--- src/rtl/light_fsm_if.sv ---
// Turn-request / lamp-drive bundle between the switch logic and the
// tail-light sequencer. The sequencer is the slave: it samples the
// requests and drives the six lamp lines.
interface light_fsm_if;
  logic left;   // left-turn request, level-sensitive
  logic right;  // right-turn request, level-sensitive
  logic la;     // left lamp A (inner)
  logic lb;     // left lamp B
  logic lc;     // left lamp C (outer)
  logic ra;     // right lamp A (inner)
  logic rb;     // right lamp B
  logic rc;     // right lamp C (outer)

  // Switch-logic side: issues requests, observes lamps.
  modport master (
    output left, right,
    input  la, lb, lc, ra, rb, rc
  );

  // Sequencer side: samples requests, drives lamps.
  modport slave (
    input  left, right,
    output la, lb, lc, ra, rb, rc
  );
endinterface

--- src/rtl/light_fsm.sv ---
// Tail-light sequencer: a Moore machine that chases three lamps outward on
// the requested side, or flashes all six lamps when both sides are requested.
// Lamp outputs come straight from flops so they never glitch between edges.
module light_fsm (
  input  logic        clk,
  input  logic        reset,     // synchronous, active-low
  light_fsm_if.slave  lamp_if
);

  typedef enum logic [2:0] {
    IDLE = 3'd0,
    L1   = 3'd1,
    L2   = 3'd2,
    L3   = 3'd3,
    R1   = 3'd4,
    R2   = 3'd5,
    R3   = 3'd6,
    HAZ  = 3'd7
  } state_e;

  // Lamp vector order: {la, lb, lc, ra, rb, rc}
  localparam logic [5:0] LAMPS_OFF = 6'b000000;
  localparam logic [5:0] LAMPS_L1  = 6'b100000;
  localparam logic [5:0] LAMPS_L2  = 6'b110000;
  localparam logic [5:0] LAMPS_L3  = 6'b111000;
  localparam logic [5:0] LAMPS_R1  = 6'b000100;
  localparam logic [5:0] LAMPS_R2  = 6'b000110;
  localparam logic [5:0] LAMPS_R3  = 6'b000111;
  localparam logic [5:0] LAMPS_HAZ = 6'b111111;

  state_e     state_q, state_d;
  logic [5:0] lamps_q, lamps_d;

  // State and lamp registers; synchronous reset forces IDLE with all lamps dark.
  // NOTE: sequential state uses non-blocking assignments so every flop samples
  // pre-edge values, regardless of block evaluation order.
  always_ff @(posedge clk) begin
    if (!reset) begin
      state_q <= IDLE;
      lamps_q <= LAMPS_OFF;
    end else begin
      state_q <= state_d;
      lamps_q <= lamps_d;
    end
  end

  // Next-state selection, then lamp decode of that next state so the lamp
  // flops always hold the pattern belonging to state_q.
  // NOTE: every variable gets a default before the case statements; a path
  // that leaves one unassigned would infer a latch.
  always_comb begin
    state_d = IDLE;
    lamps_d = LAMPS_OFF;

    case (state_q)
      IDLE: begin
        if (lamp_if.left && lamp_if.right) state_d = HAZ;
        else if (lamp_if.left)             state_d = L1;
        else if (lamp_if.right)            state_d = R1;
        else                               state_d = IDLE;
      end
      // Chase steps ignore the inputs until the sequence is done.
      L1:      state_d = L2;
      L2:      state_d = L3;
      L3:      state_d = IDLE;
      R1:      state_d = R2;
      R2:      state_d = R3;
      R3:      state_d = IDLE;
      HAZ:     state_d = IDLE;
      default: state_d = IDLE;
    endcase

    case (state_d)
      L1:      lamps_d = LAMPS_L1;
      L2:      lamps_d = LAMPS_L2;
      L3:      lamps_d = LAMPS_L3;
      R1:      lamps_d = LAMPS_R1;
      R2:      lamps_d = LAMPS_R2;
      R3:      lamps_d = LAMPS_R3;
      HAZ:     lamps_d = LAMPS_HAZ;
      default: lamps_d = LAMPS_OFF;
    endcase
  end

  assign lamp_if.la = lamps_q[5];
  assign lamp_if.lb = lamps_q[4];
  assign lamp_if.lc = lamps_q[3];
  assign lamp_if.ra = lamps_q[2];
  assign lamp_if.rb = lamps_q[1];
  assign lamp_if.rc = lamps_q[0];

endmodule

--- src/flat_wrapper.sv ---
// flat-port wrapper written by rule: the top's interface ports become plain ports
module light_fsm_flat 
  (clk, reset, lamp_if_left, lamp_if_right, lamp_if_la, lamp_if_lb, lamp_if_lc, lamp_if_ra, lamp_if_rb, lamp_if_rc);
  light_fsm_if lamp_if_i ();
  input  logic clk;
  input  logic reset;
  input wire logic [$bits(lamp_if_i.left)-1:0] lamp_if_left;
  input wire logic [$bits(lamp_if_i.right)-1:0] lamp_if_right;
  output wire logic [$bits(lamp_if_i.la)-1:0] lamp_if_la;
  output wire logic [$bits(lamp_if_i.lb)-1:0] lamp_if_lb;
  output wire logic [$bits(lamp_if_i.lc)-1:0] lamp_if_lc;
  output wire logic [$bits(lamp_if_i.ra)-1:0] lamp_if_ra;
  output wire logic [$bits(lamp_if_i.rb)-1:0] lamp_if_rb;
  output wire logic [$bits(lamp_if_i.rc)-1:0] lamp_if_rc;
  assign lamp_if_i.left = lamp_if_left;
  assign lamp_if_i.right = lamp_if_right;
  assign lamp_if_la = lamp_if_i.la;
  assign lamp_if_lb = lamp_if_i.lb;
  assign lamp_if_lc = lamp_if_i.lc;
  assign lamp_if_ra = lamp_if_i.ra;
  assign lamp_if_rb = lamp_if_i.rb;
  assign lamp_if_rc = lamp_if_i.rc;
  light_fsm u_core (.clk(clk), .reset(reset), .lamp_if(lamp_if_i));
endmodule
--- config.mk ---
export PLATFORM = sky130hd
export DESIGN_NAME = light_fsm_flat
export DESIGN_NICKNAME = d
export VERILOG_FILES = /design/src/rtl/light_fsm_if.sv /design/src/rtl/light_fsm.sv /design/src/flat_wrapper.sv
export SDC_FILE = /design/constraint.sdc
export NUM_CORES = 1
export LEC_CHECK = 0
export ABC_CLOCK_PERIOD_IN_PS = 1050
export BUFFER_PORTS_ARGS = -buffer_cell sky130_fd_sc_hd__buf_2
export CAP_MARGIN = 20
export CORE_AREA = 2 2 39 41
export CTS_CLUSTER_SIZE = 40
export DETAILED_ROUTE_END_ITERATION = 7
export DIE_AREA = 0 0 41 43
export GPL_TIMING_DRIVEN = 0
export PLACE_DENSITY = 0.43
export SETUP_SLACK_MARGIN = 0.1
export SYNTH_ARGS = -nofsm -noshare
export SYNTH_HDL_FRONTEND = slang
export SYNTH_SLANG_ARGS = --single-unit
--- constraint.sdc ---
create_clock -name clk -period 1.05 [get_ports clk]
set_input_delay 0.0525 -clock clk [delete_from_list [all_inputs] [get_ports clk]]
set_output_delay 0.0525 -clock clk [all_outputs]
set_load 0.005 [all_outputs]
==> metrics, run 1 <==
Top FF cell, synth=dfxtp_1; fraction of final layout cells with drive strength greater than 1=between 40% and 50%; Die Y=43 um; met2 GRT Util=12.19%; total grt overflow=0; post-synthesis sequential area ratio=around 54%; Synth Register Bits=9; dpl hpwl=about 450 um; port buffer count=9; DRT iter0 DRCs=0; CTS root buf=clkbuf_4; largest net degree at the start of global routing=11; CP max stage cell=a2111oi_2; Total GRT Usage=a little under a tenth; final worst path period share=84.43%; Final GP Congestion=roughly 0.7; unrepaired setup endpoints after global routing=no; Setup Crit Path Kind=reg -> reg; setup TNS=0 ps; Yosys top cell by area=dfxtp_1; via count=287; cts bufs inserted=3; H-tree levels=1; Pleak=roughly 0.18 nW; top cell type's share of synthesized area=a little over half; # diodes=0; DP Cell Count=between 50 and 60; Worst Hold Class=in -> reg; Bufs on Longest Clock Path=2; initial antenna violation count=0; CTS tree=built; first-pass GRT wire length=between 1 and 1.5 mm; post-synth net total=37; Mapped Cells=33; post-route minimum period=approximately 890 ps; Max Cap Viol=0; delay-heaviest family, CP=compound AO/OA/AOI/OAI gates; crit-path max FO=9; pwr dens=1946 nW/um^2; kind of start point of the critical path=register; Cell variety after synth=14; Post-synth ARST share=0%; I/O Pins=10; Final ANT Viol Nets=0; clock sinks=9; gr busiest metal=met2; Tightest Pin Transition=about 240 ps; final hold vios=0; CP arrival=between 1000 and 1500 ps; number of remaining DRC errors=0; status=finished, final reports clean; final setup violating endpoints=0; number of synthesized flops with an enable pin=0; Buf+Inv Stages, Crit Path=1; Post-Syn Area per Cell=10.12 sq um; Synth-to-Final Area Change=30.71%; Worst Path Required=between 1000 and 1500 ps; global routing usage on met3=4.712%; nets@finish=51; Setup Skew=approximately 3.8 ps; Peak Freq=roughly 1.1 GHz; top-count cell post-synth=dfxtp_1; Syn. warnings=0; Critical Path End Type=register; post_cts resized=0; Cell Rows=14; CP Cell Sequence=buf_4 > a2111oi_2; fin cells=62; met1 usage=11.36%; top cells by area, synth=dfxtp_1, a21oi_1, a211oi_1; vias in the first global route=around 260; hold buffers post-CTS=0; Clock transition at path regs=60 ps; Slew Viols, Final=0; core area=1384 sq um; hold_ws=just under 60 ps; Initial DRT Pass Iterations=1; CP max stage delay=330 ps; Initial Util=between 20% and 30%; Worst-Skew Late Latency=260 ps; Slew HR=between 80% and 90%; Synth Cell Area=about 330 sq um; WL per Instance=approximately 11 um; Worst VDD drop=~0.00052 V; Setup Fix Bufs, Post-CTS=0; vias per cell=about 4.6; Routed WL=roughly 650 um; Die Width=about 40 um; die area=between 1500 and 2000 sq um; commonest cells in the netlist=dfxtp_1, a21oi_1, a211oi_1, nand2b_1, nor3_1
## worst register-to-register path, delay by kind of cell, from the launching register on
| family | cells | cell delay (ps) |
|---|---|---|
| flip-flops | 1 | 300 |
| AO/OA/AOI/OAI | 1 | 330 |
| buffers and inverters | 1 | 160 |
## metal layers
layer / share of wire [%] / wire (um)
met2: 43 / 277
met1: 48 / 312
met4: 2.9 / 19
met3: 6.5 / 42
met5: 0 / 0
## through the flow
| stage | util, % | total power [mW] | area, sq um | setup slack (ps) |
|---|---|---|---|---|
| 6_report | 31.56 | 0.8500 | 436.7 | 163.5 |
| 5_1_grt | 31.56 | 0.9063 | 436.7 | 101.5 |
| 4_1_cts | 30.74 | 0.8421 | 425.4 | 136.3 |
| 3_5_place_dp | 28.84 | 0.5779 | 399.1 | 165.0 |
| 3_3_place_gp | 28.84 | 0.5726 | 399.1 | 176.0 |
| 2_1_floorplan | - | 0.5214 | 334.1 | 210.1 |
## logic make-up (layout without fill, tap and decap cells)
| group | after synthesis | after routing | share of synthesized area [%] |
|---|---|---|---|
| buffers and inverters | 4 | 17 | 5.990 |
| AND/OR/NAND/NOR | 10 | 10 | 19.10 |
| AO/OA/AOI/OAI | 10 | 10 | 20.97 |
| flip-flops | 9 | 9 | 53.93 |
## registers in the layout, indices dropped and copies added, names as in the netlist
register,count
u_core.lamps_q,6
u_core.state_q,3
## where the power goes
part	internal [mW]	total [mW]	switching, mW
clock	0.146	0.267	0.121
sequential	0.388	0.407	0.0192
combinational	0.0842	0.176	0.0913
## layout make-up
type                    instances  area (sq um)
inverters                       2         7.507
plain buffers                   2         15.01
flip-flops and latches          9         181.4
well taps                      16         20.02
clock buffers                   4         26.28
multi-input cells              20         141.4
fillers                       161         947.2
repair buffers                  9         45.04
## worst paths after layout
path	startpoint	endpoint	slack (ps)	cells after the start
max	u_core.state_q[1]	u_core.state_q[0]	160	2
min reg2reg	u_core.state_q[2]	u_core.state_q[0]	500	1
max reg2reg	u_core.state_q[1]	u_core.state_q[0]	160	2
min	reset	u_core.state_q[0]	60	3
## cell usage in the layout, fill, tap and decap left out
cell       synthesis  layout
a2111oi_2          1       1
a211oi_1           3       2
a211oi_2           0       1
a21oi_1            5       5
buf_2              1       9
buf_4              1       1
clkbuf_1           0       1
clkbuf_4           0       4
dfxtp_1            9       8
dfxtp_2            0       1
inv_1              1       1
inv_2              1       1
nand2_1            1       1
nand2b_1           3       2
nand2b_2           0       1
nand3b_1           2       2
nand4bb_1          1       1
nor3_1             3       3
o31ai_1            1       1
No activity file was read; power rests on OpenSTA's default activity.
==> run 2: changes to the inputs <==
--- a/config.mk
+++ b/config.mk
@@ -5,7 +5,7 @@
 export SDC_FILE = /design/constraint.sdc
 export NUM_CORES = 1
 export LEC_CHECK = 0
-export ABC_CLOCK_PERIOD_IN_PS = 1050
+export ABC_CLOCK_PERIOD_IN_PS = 800
 export BUFFER_PORTS_ARGS = -buffer_cell sky130_fd_sc_hd__buf_2
 export CAP_MARGIN = 20
 export CORE_AREA = 2 2 39 41
@@ -13,7 +13,7 @@
 export DETAILED_ROUTE_END_ITERATION = 7
 export DIE_AREA = 0 0 41 43
 export GPL_TIMING_DRIVEN = 0
-export PLACE_DENSITY = 0.43
+export PLACE_DENSITY = 0.44
 export SETUP_SLACK_MARGIN = 0.1
 export SYNTH_ARGS = -nofsm -noshare
 export SYNTH_HDL_FRONTEND = slang
==> constraint.sdc (replaced) <==
create_clock -name clk -period 0.8 [get_ports clk]
set_input_delay 0.04 -clock clk [delete_from_list [all_inputs] [get_ports clk]]
set_output_delay 0.04 -clock clk [all_outputs]
set_load 0.005 [all_outputs]
==> run 2 against run 1 <==
Against the previous run:
- the run now ends with negative setup slack left
- final cell count rose by 3.2%
- first-iteration DRC count rose by 6
- clock power rose by 39%
- worst hold slack improved by 19 ps
- non-clock buffer count rose by 2
- combinational power rose by 91%
- power rose by 48%
- global-route usage rose by 1.3 points
- die area did not move
- sequential cell count did not move
- critical path depth did not move
- final area rose by 21%
- largest cell class is now multi-input combinational cells
- highest routed layer unchanged
==> metrics, run 2 (synthesized netlist as in run 1, its figures left out) <==
Synth-to-Final Area Change=57.68%; clock network fraction of total power=~29%; unrepaired setup endpoints after global routing=yes; Clock transition at path regs=about 60 ps; Reg2Reg Capture Point=u_core.state_q[1]; switch share=slightly below 30%; internal power=~880 uW; Setup Crit Path Kind=reg -> reg; Bufs on Longest Clock Path=2; status=complete, but fails checks; vias per cell=4.656; Min-Delay Path Depth=3; Setup Skew=between 4 and 5 ps; Peak Freq=roughly 1.2 GHz; final hold vios=0; commonest cells after routing, fill and taps aside=buf_2, dfxtp_1, a21oi_2; Critical Path End Type=register; CP arrival=a little over 1000 ps; Die Y=43 um; Die Width=roughly 41 um; Reg power frac=43.9%; Initial Util=24.14%; kind of start point of the critical path=register; number of remaining DRC errors=0; final worst path period share=104.2%; initial antenna violation count=0; Reg2Reg Setup Slack=-30 ps; first-pass GRT wire length=1.186 mm; clock sinks=9; cts bufs inserted=3; Max Cap Viol=0; commonest non-fill, non-tap cell in the layout=buf_2; H-tree levels=1; Final ANT Viol Nets=0; largest net degree at the start of global routing=7; final setup violating endpoints=5; via count=298; CTS tree=built; pwr dens=2390 nW/um^2; DP Cell Count=58; # diodes=0; port buffer count=9; Worst VDD drop=around 0.00070 V; RR Startpoint=u_core.state_q[2]; crit-path max FO=6; Final GP Congestion=0.7078; DRT iter0 DRCs=6; fin cells=64; Worst Hold Path EP=u_core.state_q[0]; Tightest Pin Transition=around 220 ps; Cell Rows=14; total power=1.259 mW; register bank with the most flops=u_core.lamps_q; Slew Viols, Final=0; r2r worst-path depth=2; failing checks=negative setup slack; fraction of final layout cells with drive strength greater than 1=around 65%; Largest regs=u_core.lamps_q (6), u_core.state_q (3); WL per Instance=11.05 um; Pleak=0.2099 nW; Worst-Skew Late Latency=approximately 270 ps; hold path startpoint=reset; die area=between 1500 and 2000 sq um; final worst slack=-33.79 ps; I/O Pins=10; CTS root buf=clkbuf_4; Worst Hold Class=in -> reg; Total GRT Usage=10.87%; total grt overflow=0; dpl hpwl=roughly 470 um; hold_ws=roughly 77 ps; Routed WL=around 700 um; combinational power share=between 20% and 30%; NetSw=375.3 uW; Worst Path Required=between 900 and 1000 ps; Initial DRT Pass Iterations=3; post-route minimum period=833.8 ps; Slew HR=a little under nine tenths; vias in the first global route=272; core area=1384 sq um; nets@finish=between 50 and 60; number of flip-flops in the largest register=6; hold buffers post-CTS=0
[run 2: cell count changes in the layout (fill, tap and decap cells not counted), moves of 2 or more]
cell,previous run,this run
a21oi_1,5,1
a21oi_2,0,4
buf_6,0,3
dfxtp_1,8,6
nand2b_4,0,2
nor3_1,3,1
[run 2: metrics by stage]
step | setup TNS (ps) | setup slack (ps) | utilization, % | instance area, sq um
after global placement | -98.76 | -29.78 | 32.55 | 450.4
final | -99.64 | -33.79 | 38.07 | 526.8
after CTS | -207.9 | -51.97 | 36.35 | 503.0
after global routing | -341.0 | -68.53 | 38.07 | 526.8
after detailed placement | -157.7 | -41.98 | 32.55 | 450.4
after floorplan | -3.054 | -3.054 | - | 385.4
[run 2: what timing repair did]
| action | 4_1_cts | 5_1_grt |
|---|---|---|
| buffers inserted | 0 | 0 |
| setup endpoints to repair | 15 | 15 |
| gates cloned | 2 | 0 |
| pin swaps | 2 | 0 |
| resized for setup | 5 | 5 |
[run 2: power by group through the flow]
stage / Sequential, mW / Combinational (mW) / Clock (mW)
after global placement: 0.553 / 0.269 / 0
final: 0.552 / 0.337 / 0.370
after floorplan: 0.557 / 0.191 / 0
after detailed placement: 0.555 / 0.273 / 0
after global routing: 0.561 / 0.367 / 0.395
after CTS: 0.552 / 0.308 / 0.379
[run 2: layer usage]
| metal | part of all wire, % | vias up | routed length (um) | global-route usage [%] |
|---|---|---|---|---|
| li1 | - | 150 | - | - |
| met1 | 43 | 132 | 302 | 12.30 |
| met2 | 44 | 13 | 312 | 14.37 |
| met3 | 8.2 | 3 | 58 | 4.712 |
| met4 | 4.7 | 0 | 33 | 10.00 |
| met5 | 0 | - | 0 | 0 |
[run 2: cell type report]
type	count	area (sq um)
flip-flops and latches	9	186.4
plain buffers	2	22.52
clock buffers	4	26.28
repair buffers	11	61.31
inverters	2	7.507
well taps	16	20.02
multi-input cells	20	202.7
fillers	144	857.1
[run 2: worst max-delay path, stage by stage (launching register included)]
cell      delay (ps)
dfxtp_4          380
nand2b_4         160
o31ai_2          200
[run 2: how the worst max path moves through the flow]
stage / startpoint / end / slack, ps / cells past startpoint
floorplan: u_core.state_q[1] / u_core.state_q[0] / -3 / 3
global placement: u_core.state_q[2] / u_core.state_q[1] / -30 / 2
detailed placement: u_core.state_q[2] / u_core.state_q[1] / -40 / 2
CTS: u_core.state_q[2] / u_core.lamps_q[5] / -50 / 2
global route: u_core.state_q[1] / u_core.state_q[0] / -70 / 2
finish: u_core.state_q[2] / u_core.state_q[1] / -30 / 2
